## src/rtl/mdio_master.sv

```systemverilog
// -----------------------------------------------------------------------------
// mdio_master
//
// Clause-22 MDIO management master. Generates MDC from mclk and serialises one
// PHY register read or write frame per accepted request.
//
// Frame (MSB first): [32 x 1 preamble] ST(01) OP(10 rd / 01 wr) PHY[4:0]
// REG[4:0] TA DATA[15:0]. On a write the master drives TA = 10 and the data.
// On a read it releases the pad for TA and DATA and samples the PHY.
//
// Each bit is a low phase of D+1 mclk cycles followed by a high phase of D+1
// cycles, where D is cfg_clk_div latched at acceptance. mdio_out and
// mdio_out_en change only on the edge that starts a low phase (MDC fall).
// Read data is sampled on the last mclk edge of each high phase.
//
// Ports:
//   mclk, reset      block clock; asynchronous active-high reset
//   cfg_clk_div      MDC half-period minus one, in mclk cycles
//   cfg_pre_en       1 = send the 32-bit preamble
//   req_valid/ready  request handshake; req_ready = !busy
//   req_rd           1 = read, 0 = write
//   req_phy, req_reg PHY and register address
//   req_wdata        write data
//   rsp_valid        one-cycle pulse at transaction end
//   rsp_rdata        read data, held until the next read completes
//   rsp_err          read TA check failed (PHY did not pull TA bit 2 low)
//   busy             transaction in progress
//   mdio_clk         MDC to pad
//   mdio_out         MDIO data to pad
//   mdio_out_en      pad output enable, active-low (0 drives, 1 releases)
//   mdio_in          MDIO data from pad, asynchronous
// -----------------------------------------------------------------------------
module mdio_master #(
  parameter int unsigned DIV_W = 8
) (
  input  logic             mclk,
  input  logic             reset,
  input  logic [DIV_W-1:0] cfg_clk_div,
  input  logic             cfg_pre_en,
  input  logic             req_valid,
  output logic             req_ready,
  input  logic             req_rd,
  input  logic [4:0]       req_phy,
  input  logic [4:0]       req_reg,
  input  logic [15:0]      req_wdata,
  output logic             rsp_valid,
  output logic [15:0]      rsp_rdata,
  output logic             rsp_err,
  output logic             busy,
  output logic             mdio_clk,
  output logic             mdio_out,
  output logic             mdio_out_en,
  input  logic             mdio_in
);

  localparam logic [2:0] S_IDLE = 3'd0;
  localparam logic [2:0] S_PRE  = 3'd1;
  localparam logic [2:0] S_HDR  = 3'd2;
  localparam logic [2:0] S_TA   = 3'd3;
  localparam logic [2:0] S_DATA = 3'd4;

  // Number of bits in each multi-bit state, minus one.
  localparam logic [5:0] PRE_LAST  = 6'd31;
  localparam logic [5:0] HDR_LAST  = 6'd13;
  localparam logic [5:0] TA_LAST   = 6'd1;
  localparam logic [5:0] DATA_LAST = 6'd15;

  logic [2:0]       r_state;
  logic             r_rd;
  logic [DIV_W-1:0] r_div;
  logic [DIV_W-1:0] r_div_cnt;
  logic             r_mdc;
  logic [5:0]       r_bit_cnt;
  logic [31:0]      r_shift;
  logic             r_out;
  logic             r_out_en;
  logic             r_sync1;
  logic             r_sync2;
  logic [15:0]      r_rd_shift;
  logic             r_ta_err;
  logic             r_rsp_valid;
  logic [15:0]      r_rsp_rdata;
  logic             r_rsp_err;

  logic             w_busy;
  logic             w_accept;
  logic             w_phase_end;
  logic             w_bit_end;
  logic [1:0]       w_op;
  logic [1:0]       w_ta;
  logic [15:0]      w_data;
  logic [31:0]      w_frame;
  logic [31:0]      w_shift_next;

  assign w_busy      = (r_state != S_IDLE);
  assign w_accept    = req_valid & ~w_busy;
  assign w_phase_end = (r_div_cnt == r_div);
  // The last cycle of a high phase closes the current bit.
  assign w_bit_end   = w_phase_end & r_mdc;

  // Everything after the preamble. For reads the TA/DATA slots are don't-care
  // because the pad is released; zeros keep mdio_out quiet.
  assign w_op    = req_rd ? 2'b10 : 2'b01;
  assign w_ta    = req_rd ? 2'b00 : 2'b10;
  assign w_data  = req_rd ? 16'h0000 : req_wdata;
  assign w_frame = {2'b01, w_op, req_phy, req_reg, w_ta, w_data};

  assign w_shift_next = {r_shift[30:0], 1'b0};

  // Two-flop synchroniser for the asynchronous pad input.
  always_ff @(posedge mclk or posedge reset) begin
    if (reset) begin
      r_sync1 <= 1'b1;
      r_sync2 <= 1'b1;
    end else begin
      r_sync1 <= mdio_in;
      r_sync2 <= r_sync1;
    end
  end

  always_ff @(posedge mclk or posedge reset) begin
    if (reset) begin
      r_state     <= S_IDLE;
      r_rd        <= 1'b0;
      r_div       <= '0;
      r_div_cnt   <= '0;
      r_mdc       <= 1'b0;
      r_bit_cnt   <= 6'd0;
      r_shift     <= 32'h0;
      r_out       <= 1'b0;
      r_out_en    <= 1'b1;
      r_rd_shift  <= 16'h0;
      r_ta_err    <= 1'b0;
      r_rsp_valid <= 1'b0;
      r_rsp_rdata <= 16'h0;
      r_rsp_err   <= 1'b0;
    end else begin
      r_rsp_valid <= 1'b0;

      if (w_accept) begin
        r_state    <= cfg_pre_en ? S_PRE : S_HDR;
        r_rd       <= req_rd;
        r_div      <= cfg_clk_div;
        r_div_cnt  <= '0;
        r_mdc      <= 1'b0;
        r_bit_cnt  <= 6'd0;
        r_out_en   <= 1'b0;
        r_rd_shift <= 16'h0;
        r_ta_err   <= 1'b0;
        // The first bit goes out on the acceptance edge itself.
        if (cfg_pre_en) begin
          r_out   <= 1'b1;
          r_shift <= w_frame;
        end else begin
          r_out   <= w_frame[31];
          r_shift <= {w_frame[30:0], 1'b0};
        end
      end else if (w_busy) begin
        if (w_phase_end) begin
          r_div_cnt <= '0;
          r_mdc     <= ~r_mdc;
        end else begin
          r_div_cnt <= r_div_cnt + 1'b1;
        end

        if (w_bit_end) begin
          r_bit_cnt <= r_bit_cnt + 6'd1;
          case (r_state)
            S_PRE: begin
              if (r_bit_cnt == PRE_LAST) begin
                r_state   <= S_HDR;
                r_bit_cnt <= 6'd0;
                r_out     <= r_shift[31];
                r_shift   <= w_shift_next;
              end
            end
            S_HDR: begin
              r_out   <= r_shift[31];
              r_shift <= w_shift_next;
              if (r_bit_cnt == HDR_LAST) begin
                r_state   <= S_TA;
                r_bit_cnt <= 6'd0;
                // Reads hand the pad to the PHY from TA onwards.
                r_out_en  <= r_rd;
              end
            end
            S_TA: begin
              r_out   <= r_shift[31];
              r_shift <= w_shift_next;
              if (r_bit_cnt == TA_LAST) begin
                // A responding PHY pulls the second TA bit low.
                r_ta_err  <= r_sync2;
                r_state   <= S_DATA;
                r_bit_cnt <= 6'd0;
              end
            end
            S_DATA: begin
              r_rd_shift <= {r_rd_shift[14:0], r_sync2};
              if (r_bit_cnt == DATA_LAST) begin
                r_state     <= S_IDLE;
                r_bit_cnt   <= 6'd0;
                r_out       <= 1'b0;
                r_out_en    <= 1'b1;
                r_rsp_valid <= 1'b1;
                if (r_rd) begin
                  r_rsp_rdata <= {r_rd_shift[14:0], r_sync2};
                  r_rsp_err   <= r_ta_err;
                end
              end else begin
                r_out   <= r_shift[31];
                r_shift <= w_shift_next;
              end
            end
            default: begin
              r_state <= S_IDLE;
            end
          endcase
        end
      end
    end
  end

  assign busy        = w_busy;
  assign req_ready   = ~w_busy;
  assign rsp_valid   = r_rsp_valid;
  assign rsp_rdata   = r_rsp_rdata;
  assign rsp_err     = r_rsp_err;
  assign mdio_clk    = r_mdc;
  assign mdio_out    = r_out;
  assign mdio_out_en = r_out_en;

endmodule

```

## config.mk

```make
export PLATFORM = sky130hd
export DESIGN_NAME = mdio_master
export DESIGN_NICKNAME = d
export VERILOG_FILES = /design/src/rtl/mdio_master.sv
export SDC_FILE = /design/constraint.sdc
export NUM_CORES = 1
export LEC_CHECK = 0
export ABC_AREA = 0
export CAP_MARGIN = 40
export CORE_AREA = 2 2 124 90
export CTS_BUF_LIST = sky130_fd_sc_hd__clkbuf_16
export DETAILED_ROUTE_END_ITERATION = 6
export DIE_AREA = 0 0 126 92
export HOLD_SLACK_MARGIN = 0.02
export PLACE_DENSITY = 0.74
export SYNTH_ARGS = -nofsm -noshare
export SYNTH_HDL_FRONTEND = slang
export SYNTH_SLANG_ARGS = --single-unit
```

## constraint.sdc

```tcl
create_clock -name mclk -period 6.6 [get_ports mclk]
set_input_delay 1.98 -clock mclk [delete_from_list [all_inputs] [get_ports mclk]]
set_output_delay 1.98 -clock mclk [all_outputs]
set_load 0.02 [all_outputs]
```

* Word level (Yosys, flattened, before mapping)
Cells that the tools add are included.
** Operators by class
- Shifts and indexed selects :: 0
- Muxes and demuxes :: 60
- Div/mod/pow operators :: 0
- Reduce and logical (&&, ||, !) cells :: 19
- $add $sub $neg :: 2
- Bitwise operators :: 5
- Magnitude comparators :: 0
- $mul :: 0
- Eq/ne operators :: 14
** Operators by type and width (number)
- $mux W32 :: 6
- $pmux W32 S3 :: 1
- $mux W15 :: 4
- $mux W6 :: 7
- $mux W1 :: 24
- $mux W8 :: 3
- $pmux W6 S4 :: 1
- $mux W3 :: 7
- $mux W16 :: 1
- $ne A3 B3 Y1 const B :: 5
- $eq A6 B4 Y1 const B :: 2
- $pmux W3 S4 :: 1
- $reduce_and A6 Y1 :: 2
- $reduce_bool A2 Y1 :: 6
- $reduce_and A5 Y1 :: 2
- $add A8 B1 Y8 const B :: 1
- $eq A8 B8 Y1 :: 1
- $reduce_and A4 Y1 :: 2
- $add A6 B1 Y6 const B :: 1
- $eq A3 B2 Y1 const B :: 2
- $eq A6 B1 Y1 const B :: 1
- $eq A6 B5 Y1 const B :: 1
- $mux W2 :: 3
- $reduce_bool A3 Y1 :: 2
- 10 further kinds :: 14
** Word-level totals
- Bits in registers :: 97
- Memories :: 0
- Memory bits (writable) :: 0
- Bits in latches :: 0
- Bits in read-only memories :: 0

* Depth between registers and ports, before layout
- Depth after elaboration :: 6
- Depth in mapped cells :: 8
- Depth with buffers taken out :: 7

* Worst setup path after synthesis
Ideal clock, no wire load.
- Kind :: input port to flip-flop
- Start point :: input cfg_pre_en
- End point :: register r_shift[29]
- Setup slack :: 3.265 ns
- Library setup time :: 0.125 ns
- Data required time :: 6.475 ns
- Stages on the path :: 6
- Arrival time :: 3.210 ns
- Path through :: clkbuf_1 clkbuf_1 inv_1 ha_1 o21ai_0 mux2_4
** On the way
- Cells in the longest elaborated chain, start to end :: 2
** RTL lines
- from (decl) :: RTL line 39 : input logic cfg_pre_en,
- $mux W32 :: RTL line 151 : if (cfg_pre_en) begin
- $mux W32 :: RTL line 140 : if (w_accept) begin
- to (signal assigned) :: RTL line 153 : r_shift <= w_frame;
- to (signal assigned) :: RTL line 156 : r_shift <= {w_frame[30:0], 1'b0};
- to (signal assigned) :: RTL line 174 : r_shift <= w_shift_next;
- to (decl) :: RTL line 74 : logic [31:0] r_shift;
No other way between the ends.
A chain may end at the register's enable or synchronous reset.

* Worst setup path in the final report
- Start point :: input req_valid
- End point :: register r_shift[24]
** On the way
- Cells in the longest elaborated chain, start to end :: 3
- Elaborated cells on any way between the ends :: 8
- Classes of those cells :: eq/ne (2); mux (1); bitwise (1); reduce/logical (4)
** RTL lines
- from (decl) :: RTL line 40 : input logic req_valid,
- $and A1 B1 Y1 (*) :: RTL line 96 : assign w_accept = req_valid & ~w_busy;
- $ne A3 B3 Y1 (no source line), or another cell as far along
- $reduce_and A5 Y1 (no source line)
Every way passes the cells marked *; elsewhere a longest branch is shown, timed or not.

==> summary by stage <==
Drt
The iteration count of the initial detailed-routing pass is 4. The final route contains 3690 vias. After detailed routing, the number of remaining DRC violations is 0. The post-route antenna net violation count is 0. Dividing the detail-routed wire length by the instance count gives 15.2 um. The post-detailed-routing wire length is 10300 um.

The DRC violation total after the first TritonRoute iteration is 324. The via-per-instance ratio is 5.46.

Cells and area
The flip-flop and latch area is 2430 sq um. The filler cell count in the final layout is 907. The area used by multi-input combinational logic is 2500 sq um. At the end of the flow the core is filled with cells to 58.1%.

Cells with a size suffix above 1 make up 16.7% of the layout. The area growth from synthesis to layout is 20.0%. In the final design database the tool counted 580 nets. The count of antenna diodes in the layout is 0.

Synth
The synthesized netlist cell count is 488. Counting flops with a built-in enable in the synthesized netlist gives 0. For this run, asynchronously set or reset flops after synthesis account for 100%. The proportion of synthesized chip area in sequential cells is 47.5%. The number of nets handed over by synthesis was 533. The area share of fa/ha/maj cells after synthesis is 1.22%.

The netlist uses 55 different library cells. By count the netlist is led by 103 x sky130_fd_sc_hd__nand2_1, 94 x sky130_fd_sc_hd__dfrtp_1, 45 x sky130_fd_sc_hd__o21ai_0. The largest total area in the synthesized netlist belongs to sky130_fd_sc_hd__dfrtp_1. Yosys attributes the largest share of cell area to sky130_fd_sc_hd__dfrtp_1 46%, sky130_fd_sc_hd__mux2_4 8.2%, sky130_fd_sc_hd__nand2_1 7.5%, sky130_fd_sc_hd__mux2i_1 5.3%, sky130_fd_sc_hd__mux2_2 4.8%. The mux share of post-synthesis cell area is 18.3%. The synthesized netlist occupies a cell area of 5120 sq um.

The synthesized netlist devotes 12.2% of its cell area to compound gates. Each instance of the synthesized netlist takes up on average 10.5 sq um. The total of warnings raised by yosys is 0. The synthesized netlist devotes 15.1% of its cell area to simple gates. The most instantiated flip-flop cell in the synthesis netlist is sky130_fd_sc_hd__dfrtp_1. By instance count, the leading cell after synthesis is sky130_fd_sc_hd__nand2_1. The portion of synthesized cell area occupied by the leading cell type is 45.9%. The largest family of logic cells by synthesized area is multiplexers. After Yosys synthesis, XOR and XNOR cells account for 1.88% of the synthesized area. In this run, synthesis produced a sequential element count of 97.

STA
At the pin with the least slew margin, the transition time is 0.813 ns. The share of the cycle needed by the critical path after routing is 66.0%. The number of hold violations in the final report is 0. Setup repair after global routing left no endpoint under its margin. In this run the tightest slew margin relative to its limit is 45.8%. Hold is met by 0.358 ns.

The total count of max-transition violations in the final report is 0. The setup violation total in the final timing report is 0. The setup clock skew after layout is 0.00750 ns. The worst-case setup margin in the final layout is 2.25 ns. Timing would allow up to 0.230 GHz. The summed negative setup slack over all endpoints is 0 ns. For the finished layout, the period the worst path requires is 4.35 ns.

Status
The flow ran to the end, and the final reports show no timing, DRC or antenna violations.

Die
The height of the die is 92 um. The width of the die is 126 um. The total core area is 10600 sq um. For this configuration, the core starts out at a cell density of 48.4%. Pin placement for this block handled 63 I/O pins. The site row count is 32. The floorplan step defined a die boundary enclosing 11600 sq um.

Power and ir drop
The analysis attributes to cell leakage a power of 2.69 nW. The power density of the placed cells is 194 nW/um^2. The worst-case IR drop observed on VDD is 0.120 mV.

CTS
In this run, post-CTS repair resized a total of 0 instances. The tree built by TritonCTS fans out to 97 sinks. Clock-pin slew was measured on the worst setup and hold paths at 0.07 ns. The cell at the root of the clock tree is sky130_fd_sc_hd__clkbuf_16. The number of post-CTS setup repair buffers is 0. For the worst-skew pair, the clock arrives at the later sink with an insertion delay of 0.35 ns. In this run the deepest clock path goes through 2 buffers.

The TritonCTS clock tree is yes. In this run, post-CTS hold repair placed 0 buffers. The total clock buffers created by CTS is 9. CTS built an H-tree with a depth of 3.

Placed design
The number of port buffers is 62. The pre-CTS setup slack is 1.90 ns. The total half-perimeter wirelength after legalization and detailed placement is 7050 um. The routability congestion estimate is 0.886.

Global route
The initial antenna violation count is 0. The pin count of the biggest net entering global routing is 56. The overall overflow remaining after global route is 0. The via count of the first global-routing pass is 3708. The wire length of the first global-routing pass is 17900 um. The overall track demand over capacity in global routing is 19.1%.

Worst hold path
The worst hold path belongs to the class register to register.

Worst setup path
The data arrival at the endpoint of the critical path is 4.59 ns. The maximum net fanout on the critical path is 32. The worst setup path is launched from an input port. For the worst setup path, the data required time is 6.83 ns. The worst setup path is captured at a register. The critical path in this run is classified as input port to register.

Run
The max capacitance violation total is 0.
## cells in the final DEF, fill, tap and decap left out, types with 2 or more instances in the layout
cell type,netlist,routed
sky130_fd_sc_hd__nand4_1,2,2
sky130_fd_sc_hd__and4_1,2,2
sky130_fd_sc_hd__mux2_2,22,22
sky130_fd_sc_hd__dfrtp_1,94,94
sky130_fd_sc_hd__clkdlybuf4s50_1,0,62
sky130_fd_sc_hd__o211ai_1,3,3
sky130_fd_sc_hd__mux2_4,28,28
sky130_fd_sc_hd__nand2_1,103,102
sky130_fd_sc_hd__nor3b_1,3,3
sky130_fd_sc_hd__ha_1,5,5
sky130_fd_sc_hd__buf_4,2,4
sky130_fd_sc_hd__o31ai_1,20,20
sky130_fd_sc_hd__and2_1,3,3
sky130_fd_sc_hd__inv_1,8,8
sky130_fd_sc_hd__dfstp_2,3,3
sky130_fd_sc_hd__a211oi_1,3,3
sky130_fd_sc_hd__a22o_1,4,4
sky130_fd_sc_hd__mux2i_1,27,27
sky130_fd_sc_hd__buf_8,0,2
sky130_fd_sc_hd__o21ai_0,45,45
sky130_fd_sc_hd__o311ai_0,2,2
sky130_fd_sc_hd__a21oi_1,10,10
sky130_fd_sc_hd__inv_6,0,2
sky130_fd_sc_hd__xnor2_1,10,10
sky130_fd_sc_hd__nand3_1,10,10
sky130_fd_sc_hd__clkbuf_16,0,9
sky130_fd_sc_hd__nor2_1,7,7
sky130_fd_sc_hd__nor2b_1,3,3
sky130_fd_sc_hd__or3b_2,2,2
sky130_fd_sc_hd__a32oi_1,2,2
sky130_fd_sc_hd__nor3_1,6,6
sky130_fd_sc_hd__and3_1,4,4
## power by group
group / internal, mW / switching (mW)
sequential: 0.595 / 0.000353
combinational: 0.0296 / 0.0276
clock: 0.299 / 0.239
total: 0.923 / 0.267
## critical path, stage by stage
cell,delay (ns)
sky130_fd_sc_hd__clkdlybuf4s50_1,0.57
sky130_fd_sc_hd__and2_1,0.70
sky130_fd_sc_hd__a31oi_4,0.14
sky130_fd_sc_hd__nor4b_4,0.25
sky130_fd_sc_hd__buf_4,0.51
sky130_fd_sc_hd__mux2_2,0.40
## routing by layer
metal / GRT usage (%) / share of wire, %
met1: 27.0 / 48
met2: 29.3 / 47
met3: 4.49 / 4.2
met4: 5.59 / 0.90
met5: 0 / 0
## registers in the layout (all words and copies together), names as in the netlist
signal,flops
mdio_clk,1
mdio_out,1
mdio_out_en,1
r_bit_cnt,6
r_div,8
r_div_cnt,8
r_rd,1
r_rd_shift,15
r_shift,32
r_state,3
r_sync1,1
r_sync2,1
r_ta_err,1
rsp_err,1
rsp_rdata,16
rsp_valid,1
## per-stage QoR
step           instance area [sq um]  total power, mW  std cells
3_5_place_dp                    5840            0.666        660
2_1_floorplan                   5120            0.632        488
3_3_place_gp                    5790            0.664        657
6_report                        6150             1.19        676
5_1_grt                         6150             1.24        676
4_1_cts                         6150             1.20        676
## final timing paths
path	slack (ns)	endpoint	start	cells after the start
hold / removal	0.36	r_sync2$_DFF_PP1_	r_sync1$_DFF_PP1_	0
setup reg to reg	3.40	r_shift[24]$_DFFE_PP0P_	r_state[1]$_DFFE_PP0P_	6
hold reg to reg	0.36	r_sync2$_DFF_PP1_	r_sync1$_DFF_PP1_	0
setup / recovery	2.25	r_shift[24]$_DFFE_PP0P_	req_valid	6
min in group asynchronous	2.04	rsp_rdata[4]$_DFFE_PP0P_	reset	2
max in group asynchronous	3.42	r_shift[13]$_DFFE_PP0P_	reset	3
## final cells by class
type                    instances  area share [%]
clock inverters                 7            1.28
multi-input cells             349            40.8
repair buffers                 69            11.4
well taps                     136            2.77
inverters                       9           0.570
flip-flops and latches         97            39.6
clock buffers                   9            3.66
## kinds of logic after synthesis
| kind of cell | Yosys count |
|---|---|
| AOI/OAI and AO/OA | 98 |
| muxes | 77 |
| and+or+nand+nor | 158 |
| DFF | 97 |
| buffers and inverters | 42 |
| xor gates and xnor gates | 11 |
| adders and majority gates | 5 |
No activity file was read; power rests on OpenSTA's default activity.
